## config.mk

```make
export PLATFORM = sky130hd
export DESIGN_NAME = fetch_stage_flat
export DESIGN_NICKNAME = d
export VERILOG_FILES = /design/src/rtl/fetch_pkg.sv /design/src/rtl/fetch_if.sv /design/src/rtl/fetch_skid.sv /design/src/rtl/fetch_stage.sv /design/src/flat_wrapper.sv
export SDC_FILE = /design/constraint.sdc
export NUM_CORES = 1
export LEC_CHECK = 0
export CORE_AREA = 2 2 141 143
export CTS_CLUSTER_SIZE = 14
export DETAILED_ROUTE_END_ITERATION = 10
export DIE_AREA = 0 0 143 145
export PLACE_DENSITY = 0.76
export SLEW_MARGIN = 20
export SYNTH_ARGS = -nofsm -noshare
export SYNTH_HDL_FRONTEND = slang
export SYNTH_SLANG_ARGS = --single-unit
```

## constraint.sdc

```tcl
create_clock -name clk -period 2 [get_ports clk]
set_input_delay 0.6 -clock clk [delete_from_list [all_inputs] [get_ports clk]]
set_output_delay 0.6 -clock clk [all_outputs]
set_load 0.005 [all_outputs]
```

## src/rtl/fetch_pkg.sv

```systemverilog
// Shared state encoding and field constants for the MIPS instruction fetch stage.
package fetch_pkg;

  typedef enum logic [1:0] {
    FETCH = 2'd0,
    SKID  = 2'd1,
    DRAIN = 2'd2
  } FetchState;

  localparam logic [31:0] NOP_INSTR  = 32'h0000_0000;
  localparam int          OPCODE_MSB = 31;
  localparam int          OPCODE_LSB = 26;
  localparam int          FUNCT_MSB  = 5;
  localparam int          FUNCT_LSB  = 0;
  localparam logic [31:0] PC_INC     = 32'd4;

endpackage

```

## src/rtl/fetch_if.sv

```systemverilog
// Instruction-memory read channel: the fetch stage is master, the memory is slave.
interface fetch_if;

  logic        imem_req;
  logic [31:0] imem_addr;
  logic        imem_ack;
  logic [31:0] imem_rdata;

  modport master (
    output imem_req,
    output imem_addr,
    input  imem_ack,
    input  imem_rdata
  );

  modport slave (
    input  imem_req,
    input  imem_addr,
    output imem_ack,
    output imem_rdata
  );

endinterface

```

## src/rtl/fetch_skid.sv

```systemverilog
// One-entry {instr, pc4} skid buffer that parks a fetched word while decode stalls.
module fetch_skid
  import fetch_pkg::*;
(
  input  logic        clk,
  input  logic        rst_n,
  input  logic        load_i,
  input  logic        unload_i,
  input  logic        clear_i,
  input  logic [31:0] instr_i,
  input  logic [31:0] pc4_i,
  output logic        valid_o,
  output logic [31:0] instr_o,
  output logic [31:0] pc4_o
);

  logic        valid_q, valid_d;
  logic [31:0] instr_q, instr_d;
  logic [31:0] pc4_q, pc4_d;

  // A flush outranks a load so a word acked in a redirect cycle never survives.
  always_comb begin
    valid_d = valid_q;
    instr_d = instr_q;
    pc4_d   = pc4_q;
    if (clear_i) begin
      valid_d = 1'b0;
      instr_d = NOP_INSTR;
      pc4_d   = '0;
    end else if (load_i) begin
      valid_d = 1'b1;
      instr_d = instr_i;
      pc4_d   = pc4_i;
    end else if (unload_i) begin
      valid_d = 1'b0;
    end
  end

  always_ff @(posedge clk) begin
    if (!rst_n) begin
      valid_q <= 1'b0;
      instr_q <= NOP_INSTR;
      pc4_q   <= '0;
    end else begin
      valid_q <= valid_d;
      instr_q <= instr_d;
      pc4_q   <= pc4_d;
    end
  end

  assign valid_o = valid_q;
  assign instr_o = instr_q;
  assign pc4_o   = pc4_q;

endmodule

```

## src/rtl/fetch_stage.sv

```systemverilog
// MIPS fetch stage with IF/ID register, decode-stall skid and redirect squash.
// Optional FETCH_ALIGN_CHECK_EN: word-align redirect targets and flag misaligned ones.
module fetch_stage
  import fetch_pkg::*;
#(
  parameter logic [31:0] RESET_PC = 32'h0000_0000
) (
  input  logic        clk,
  input  logic        rst_n,
  fetch_if.master     imem,
  input  logic        stall,
  input  logic        redirect,
  input  logic [31:0] redirect_pc,
  output logic        if_valid,
  output logic [31:0] if_instr,
  output logic [31:0] if_pc4,
  output logic [5:0]  opcode,
  output logic [5:0]  funct,
  output logic        addr_err
);

  FetchState   state_q, state_d;
  logic [31:0] pc_q, pc_d;
  logic [31:0] drainAddr_q, drainAddr_d;
  logic        ifValid_q, ifValid_d;
  logic [31:0] ifInstr_q, ifInstr_d;
  logic [31:0] ifPc4_q, ifPc4_d;

  logic        skidLoad, skidUnload, skidClear, skidValid;
  logic [31:0] skidInstr, skidPc4;
  logic        take;
  logic [31:0] pcPlus4, target;

  assign take    = !ifValid_q || !stall;
  assign pcPlus4 = pc_q + PC_INC;

  // While draining, the abandoned address stays on the bus until memory answers.
  assign imem.imem_req  = rst_n && (state_q != SKID);
  assign imem.imem_addr = (state_q == DRAIN) ? drainAddr_q : pc_q;

`ifdef FETCH_ALIGN_CHECK_EN
  logic addrErr_q;

  assign target = {redirect_pc[31:2], 2'b00};

  always_ff @(posedge clk) begin
    if (!rst_n) addrErr_q <= 1'b0;
    else        addrErr_q <= addrErr_q | (redirect && (redirect_pc[1:0] != 2'b00));
  end

  assign addr_err = addrErr_q;
`else
  assign target   = redirect_pc;
  assign addr_err = 1'b0;
`endif

  fetch_skid u_skid (
    .clk      (clk),
    .rst_n    (rst_n),
    .load_i   (skidLoad),
    .unload_i (skidUnload),
    .clear_i  (skidClear),
    .instr_i  (imem.imem_rdata),
    .pc4_i    (pcPlus4),
    .valid_o  (skidValid),
    .instr_o  (skidInstr),
    .pc4_o    (skidPc4)
  );

  always_comb begin
    state_d     = state_q;
    pc_d        = pc_q;
    drainAddr_d = drainAddr_q;
    ifValid_d   = ifValid_q;
    ifInstr_d   = ifInstr_q;
    ifPc4_d     = ifPc4_q;
    skidLoad    = 1'b0;
    skidUnload  = 1'b0;
    skidClear   = 1'b0;
    if (redirect) begin
      ifValid_d = 1'b0;
      ifInstr_d = NOP_INSTR;
      ifPc4_d   = '0;
      skidClear = 1'b1;
      pc_d      = target;
      if (imem.imem_req && !imem.imem_ack) begin
        state_d     = DRAIN;
        drainAddr_d = imem.imem_addr;
      end else begin
        state_d = FETCH;
      end
    end else begin
      unique case (state_q)
        FETCH: begin
          if (imem.imem_ack) begin
            pc_d = pcPlus4;
            if (take) begin
              ifValid_d = 1'b1;
              ifInstr_d = imem.imem_rdata;
              ifPc4_d   = pcPlus4;
            end else begin
              skidLoad = 1'b1;
              state_d  = SKID;
            end
          end else if (ifValid_q && !stall) begin
            ifValid_d = 1'b0;
            ifInstr_d = NOP_INSTR;
            ifPc4_d   = '0;
          end
        end
        SKID: begin
          if (!stall) begin
            ifValid_d  = skidValid;
            ifInstr_d  = skidInstr;
            ifPc4_d    = skidPc4;
            skidUnload = 1'b1;
            state_d    = FETCH;
          end
        end
        DRAIN: begin
          if (imem.imem_ack) state_d = FETCH;
        end
        default: state_d = FETCH;
      endcase
    end
  end

  always_ff @(posedge clk) begin
    if (!rst_n) begin
      state_q     <= FETCH;
      pc_q        <= RESET_PC;
      drainAddr_q <= RESET_PC;
      ifValid_q   <= 1'b0;
      ifInstr_q   <= NOP_INSTR;
      ifPc4_q     <= '0;
    end else begin
      state_q     <= state_d;
      pc_q        <= pc_d;
      drainAddr_q <= drainAddr_d;
      ifValid_q   <= ifValid_d;
      ifInstr_q   <= ifInstr_d;
      ifPc4_q     <= ifPc4_d;
    end
  end

  assign if_valid = ifValid_q;
  assign if_instr = ifInstr_q;
  assign if_pc4   = ifPc4_q;
  assign opcode   = ifInstr_q[OPCODE_MSB:OPCODE_LSB];
  assign funct    = ifInstr_q[FUNCT_MSB:FUNCT_LSB];

endmodule

```

## src/flat_wrapper.sv

```systemverilog
// flat-port wrapper written by rule: the top's interface ports become plain ports
module fetch_stage_flat import fetch_pkg::*;
#(
  parameter logic [31:0] RESET_PC = 32'h0000_0000
)
  (clk, rst_n, stall, redirect, redirect_pc, if_valid, if_instr, if_pc4, opcode, funct, addr_err, imem_imem_req, imem_imem_addr, imem_imem_ack, imem_imem_rdata);
  fetch_if imem_i ();
  input  logic clk;
  input  logic rst_n;
  input  logic stall;
  input  logic redirect;
  input  logic [31:0] redirect_pc;
  output logic if_valid;
  output logic [31:0] if_instr;
  output logic [31:0] if_pc4;
  output logic [5:0] opcode;
  output logic [5:0] funct;
  output logic addr_err;
  output wire logic [$bits(imem_i.imem_req)-1:0] imem_imem_req;
  output wire logic [$bits(imem_i.imem_addr)-1:0] imem_imem_addr;
  input wire logic [$bits(imem_i.imem_ack)-1:0] imem_imem_ack;
  input wire logic [$bits(imem_i.imem_rdata)-1:0] imem_imem_rdata;
  assign imem_imem_req = imem_i.imem_req;
  assign imem_imem_addr = imem_i.imem_addr;
  assign imem_i.imem_ack = imem_imem_ack;
  assign imem_i.imem_rdata = imem_imem_rdata;
  fetch_stage #(.RESET_PC(RESET_PC)) u_core (.clk(clk), .rst_n(rst_n), .imem(imem_i), .stall(stall), .redirect(redirect), .redirect_pc(redirect_pc), .if_valid(if_valid), .if_instr(if_instr), .if_pc4(if_pc4), .opcode(opcode), .funct(funct), .addr_err(addr_err));
endmodule
```

; ---- Word-level counts from Yosys, hierarchy flattened
; Index checks and enable logic that the tools add are counted.
[word_totals]
ff_bits = 196
in_bits = 69
out_inout_bits = 111
wordCells = 74
[classes]
addsub = 1
eq_ne = 10
muxes = 35
n_bitwise = 1
n_reduce_logical = 18
[op_table]
columns = op, count
row1 = $mux 32, 11
row2 = $pmux 32 s2, 2
row3 = $add 32x3->32 const B, 1
row4 = $mux 1, 14
row5 = $mux 2, 6
row6 = $ne 3x3->1 const B, 4
row7 = $reduce_and 4->1, 2
row8 = $reduce_bool 2->1, 4
row9 = $ne 3x2->1 const B, 2
row10 = $pmux 2 s3, 1
row11 = $reduce_and 2->1, 2
row12 = $reduce_or 2->1, 2
row13 = $logic_and 1x1->1, 3
row14 = $logic_not 1->1, 3
row15 = $eq 2x1->1 const B, 1
row16 = $eq 2x2->1 const B, 1
row17 = $logic_not 2->1, 1
row18 = $ne 2x1->1 const B, 1
row19 = $ne 2x2->1 const B, 1
row20 = $pmux 1 s2, 1
row21 = $logic_or 1x1->1, 1
row22 = $not 1->1, 1

; ---- Longest topological paths before layout
[depth]
depth_word = 7
mapped_depth = 8
depth_no_buf = 6

; ---- By module
; From an unflattened synthesis, not the netlist that was laid out.
[unflattened]
cells_unflattened = 1068
area_unflattened_um2 = 9454.1
[modules_own_cells]
columns = module, instances, cells_per_inst, area_each_um2, seq_area_each_um2
row1 = fetch_stage, 1, 857, 7096.8, 2622.5
row2 = fetch_skid, 1, 211, 2357.3, 1301.2

; ---- Least setup slack after synthesis
; OpenSTA, ideal clock, no wires.
[synth_timing]
path_type = input -> register
from = in imem_imem_ack
to = reg u_core.pc_q[24]
setup_ns = 0.070
arrival_time_ns = 2.052
required_ns = 1.930
path_slack_ns = -0.121
stages = 7
n_path_buf = 2
cell_sequence = buf_2 or3b_2 clkbuf_1 nor3_2 nand4_1 xor2_1 a21oi_1
[synth_between]
elab_chain_cells = 2
[synth_rtl]
columns = element, line
row1 = start: declaration, flat_wrapper.sv:21  ; input wire logic [$bits(imem_i.imem_ack)-1:0] imem_imem_ack;
row2 = $reduce_bool 2->1 (no source line), n/a
row3 = $reduce_and 2->1 (no source line), n/a
row4 = end signal: assignment, fetch_stage.sv:138  ; pc_q <= pc_d;
row5 = end: declaration, fetch_stage.sv:23  ; logic [31:0] pc_q, pc_d;
; No other way between the ends.
; A chain may end at the register's enable or synchronous reset.

; ---- Final worst setup path
[layout_timing]
from = reg u_core.state_q[1]
to = out imem_imem_addr[0]
[layout_between]
elab_chain_cells = 2
[layout_rtl]
columns = element, line
row1 = start: declaration, fetch_stage.sv:22  ; FetchState state_q, state_d;
row2 = start signal: assignment, fetch_stage.sv:137  ; state_q <= state_d;
row3 = $eq 2x2->1, fetch_stage.sv:39  ; assign imem.imem_addr = (state_q == DRAIN) ? drainAddr_q : pc_q;
row4 = $mux 32, fetch_stage.sv:39
row5 = end: declaration, flat_wrapper.sv:20  ; output wire logic [$bits(imem_i.imem_addr)-1:0] imem_imem_addr;
; No other way between the ends.

==> impl_metrics.json <==
{
  "power_density_nw_per_um2": 732,
  "synth.area.top_cells": "sky130_fd_sc_hd__dfxtp_1 44%, sky130_fd_sc_hd__nand2_1 6.4%, sky130_fd_sc_hd__nor2_1 5.3%",
  "synth.most_common_cell": "sky130_fd_sc_hd__dfxtp_1",
  "synth_edf_count": 0,
  "path_clk_slew_ns": 0.07,
  "final_hpwl_dp_um": 16800,
  "top_level_ports": 180,
  "chipHeight_um": 145,
  "worst_skew_pair_latency_ns": 0.44,
  "post_synth_instance_area_um2": 8890,
  "wire_per_inst_um": 16.8,
  "worst-setup-path-type": "flip-flop to primary output",
  "setup_repair_after_global_routing_missed_its_margin": "true",
  "worst_slew_margin_rel_pct": 62.9,
  "cts-root-buf": "sky130_fd_sc_hd__clkbuf_16",
  "vias_per_cell": 5.51,
  "post_route_hold_slack_ns": 0.455,
  "max_cap_viol_count": 0,
  "worst_ir_drop_vdd_mv": 0.633,
  "grt_usage_pct": 24.3,
  "timing.final.setup_violations": 32,
  "largest_net_degree_at_the_start_of_global_routing": 68,
  "synthCells": 1081,
  "post_dp_cell_area_um2": 11400,
  "synth_flop_cell": "sky130_fd_sc_hd__dfxtp_1",
  "nFillCells": 1554,
  "least_setup_slack_across_all_paths_after_layout_ns": -0.315,
  "detail_route_antenna_nets": 0,
  "timing.critical_path.required_ns": 1.40,
  "remaining_drc_errors": 0,
  "final-seq-area_um2": 3940,
  "synth.top_cell.area_share_pct": 44.1,
  "core-area_um2": 19200,
  "synth-async-reset-ratio_pct": 0,
  "timing_worst_slew_pin_value_ns": 0.557,
  "numPortBuffers": 178,
  "first_global_vias": 8121,
  "finalHoldViolations": 0,
  "grt_remaining_overflow": 0,
  "synth.avg_cell_area_um2": 8.23,
  "cts.sink_count": 196,
  "dr.pass1.iters": 5,
  "initial_utilization_pct": 46.3,
  "fin_crit_sh_pct": 116,
  "data_arrival_critical_path_ns": 1.72,
  "clock_tree.buffer_depth": 2,
  "route.final.wire_length_um": 26000,
  "multi_input_comb_area_um2": 4750,
  "number_of_warning_messages_in_the_yosys_log": 0,
  "max_slew_violation_total_from_the_final_report": 0,
  "cp-end-kind": "primary output",
  "timing.clock.skew_ns": 0.00981,
  "floorplan.die_area_um2": 20700,
  "class_of_the_most_critical_hold_timing_path": "flip-flop to flip-flop",
  "status": "finished, violations left",
  "power_total_mw": 9.05,
  "cts-buffers-inserted": 17,
  "critical_path_peak_fanout": 6,
  "initialDrtViolationCount": 515,
  "grt_pass1_wl_um": 40900,
  "layout.core_utilization_pct": 64.4,
  "design.final.nets": 1345,
  "cts_tree": "built",
  "gp_congestion": 0.846,
  "clock.fmax_mhz": 432,
  "cp-start-kind": "flip-flop",
  "synth_commonest_cells": "196 x sky130_fd_sc_hd__dfxtp_1, 151 x sky130_fd_sc_hd__nand2_1, 126 x sky130_fd_sc_hd__nor2_1, 94 x sky130_fd_sc_hd__a21oi_1, 76 x sky130_fd_sc_hd__clkbuf_1",
  "leakage_nw": 4.55,
  "failing_checks": "negative setup slack",
  "fin_area_um2": 12400,
  "number_of_distinct_library_cell_variants_in_the_gate_level_netlist_after_synthesis": 52,
  "synth_top_cell_by_area": "sky130_fd_sc_hd__dfxtp_1",
  "post-route-min-period_ns": 2.32,
  "layout_overhead_on_the_synthesized_area_pct": 39.0,
  "vias": 8556,
  "synth_fp_nets": 1151,
  "post_route_cells_drive_above_1_share_pct": 19.3,
  "cts-htree-levels": 4,
  "synth.ff_latch_count": 196,
  "yosysSeqAreaShare_pct": 44.1,
  "dieWidth_um": 143,
  "num_rows": 51,
  "number_of_antenna_violations_at_the_first_check_in_global_routing": 1
}
[stage by stage]
step	setup WS, ns	setup TNS, ns	instances
floorplan	-0.0225	-0.0262	1081
detailed placement	-0.584	-42.86	1504
global route	-0.354	-10.36	1554
CTS	-0.424	-11.94	1550
finish	-0.315	-8.86	1554
global placement	-0.611	-39.21	1504
[final timing paths]
path,from,to,slack (ns),cells after the start
min reg2reg,u_core.u_skid.instr_o[21],u_core.u_skid.instr_o[21],0.45,2
max,u_core.state_q[1],imem_imem_addr[0],-0.32,5
max reg2reg,u_core.pc_q[13],u_core.pc_q[29],0.09,6
min,u_core.u_skid.instr_o[21],u_core.u_skid.instr_o[21],0.45,2
[critical path: stages, from the launching register on]
cell and delay, ns:
sky130_fd_sc_hd__dfxtp_2 0.34, sky130_fd_sc_hd__nor2b_4 0.19, sky130_fd_sc_hd__buf_12 0.15, sky130_fd_sc_hd__clkbuf_16 0.17, sky130_fd_sc_hd__mux2_4 0.31, sky130_fd_sc_hd__clkbuf_2 0.11
[cell type report]
type	count	share of cell area, %
multi-input cells	770	38.4
clock inverters	15	1.53
diodes	1	0.0202
inverters	6	0.192
flip-flops and latches	196	31.8
clock buffers	17	3.44
well taps	265	2.68
repair buffers	284	21.9
[kinds of logic after synthesis]
family | count (synthesis) | synth area share (%)
AO/OA/AOI/OAI | 248 | 17.0
XOR/XNOR | 48 | 4.73
adder cells (fa/ha/maj) | 1 | 0.141
buffers and inverters | 115 | 5.64
flip-flops | 196 | 44.1
multiplexers | 63 | 7.48
other | 1 | 0.0422
AND/OR/NAND/NOR | 409 | 20.9
[timing repair]
action | CTS | global route
pin swaps | 2 | 8
endpoints found under the setup margin | 35 | 45
cloned | 1 | 2
setup buffers | 14 | 4
gates resized for setup | 116 | 77
hold buffers | 0 | 0
[layout by cell type, fill, tap and decap left out, types with 10 or more instances in the layout]
cell type                         count
sky130_fd_sc_hd__dfxtp_1            187
sky130_fd_sc_hd__nand2_1            146
sky130_fd_sc_hd__clkdlybuf4s50_1    141
sky130_fd_sc_hd__nor2_1             125
sky130_fd_sc_hd__a21oi_1             94
sky130_fd_sc_hd__buf_4               78
sky130_fd_sc_hd__o21ai_0             61
sky130_fd_sc_hd__nand3_1             55
sky130_fd_sc_hd__a311oi_1            37
sky130_fd_sc_hd__mux2i_1             35
sky130_fd_sc_hd__mux2_4              28
sky130_fd_sc_hd__xor2_1              25
sky130_fd_sc_hd__clkbuf_2            25
sky130_fd_sc_hd__nor3_1              20
sky130_fd_sc_hd__xnor2_1             19
sky130_fd_sc_hd__clkbuf_16           19
sky130_fd_sc_hd__buf_12              17
sky130_fd_sc_hd__nand4_1             15
sky130_fd_sc_hd__a211oi_1            12
sky130_fd_sc_hd__buf_6               11
sky130_fd_sc_hd__o22ai_1             10
[state kept, by name, indices dropped and copies added (netlist names), 2 cells and up]
register,count
u_core.u_skid.instr_o,32
u_core.u_skid.pc4_o,32
u_core.if_pc4,32
u_core.pc_q,32
u_core.state_q,2
u_core.if_instr,32
u_core.drainAddr_q,32
[power breakdown]
group | internal (mW) | total (mW) | switching, mW
Sequential | 4.03 | 4.12 | 0.0968
Clock | 1.91 | 3.56 | 1.65
Combinational | 0.710 | 1.37 | 0.658
[routing by layer]
layer  up-vias  routed length [µm]  track usage, %
met3        29                1890            3.76
met1      4030               11300            32.5
li1       4163                   -               -
met5         -                   0               0
met2       334               12500            40.0
met4         0                 360            7.92
(Power assumes the default switching activity.)
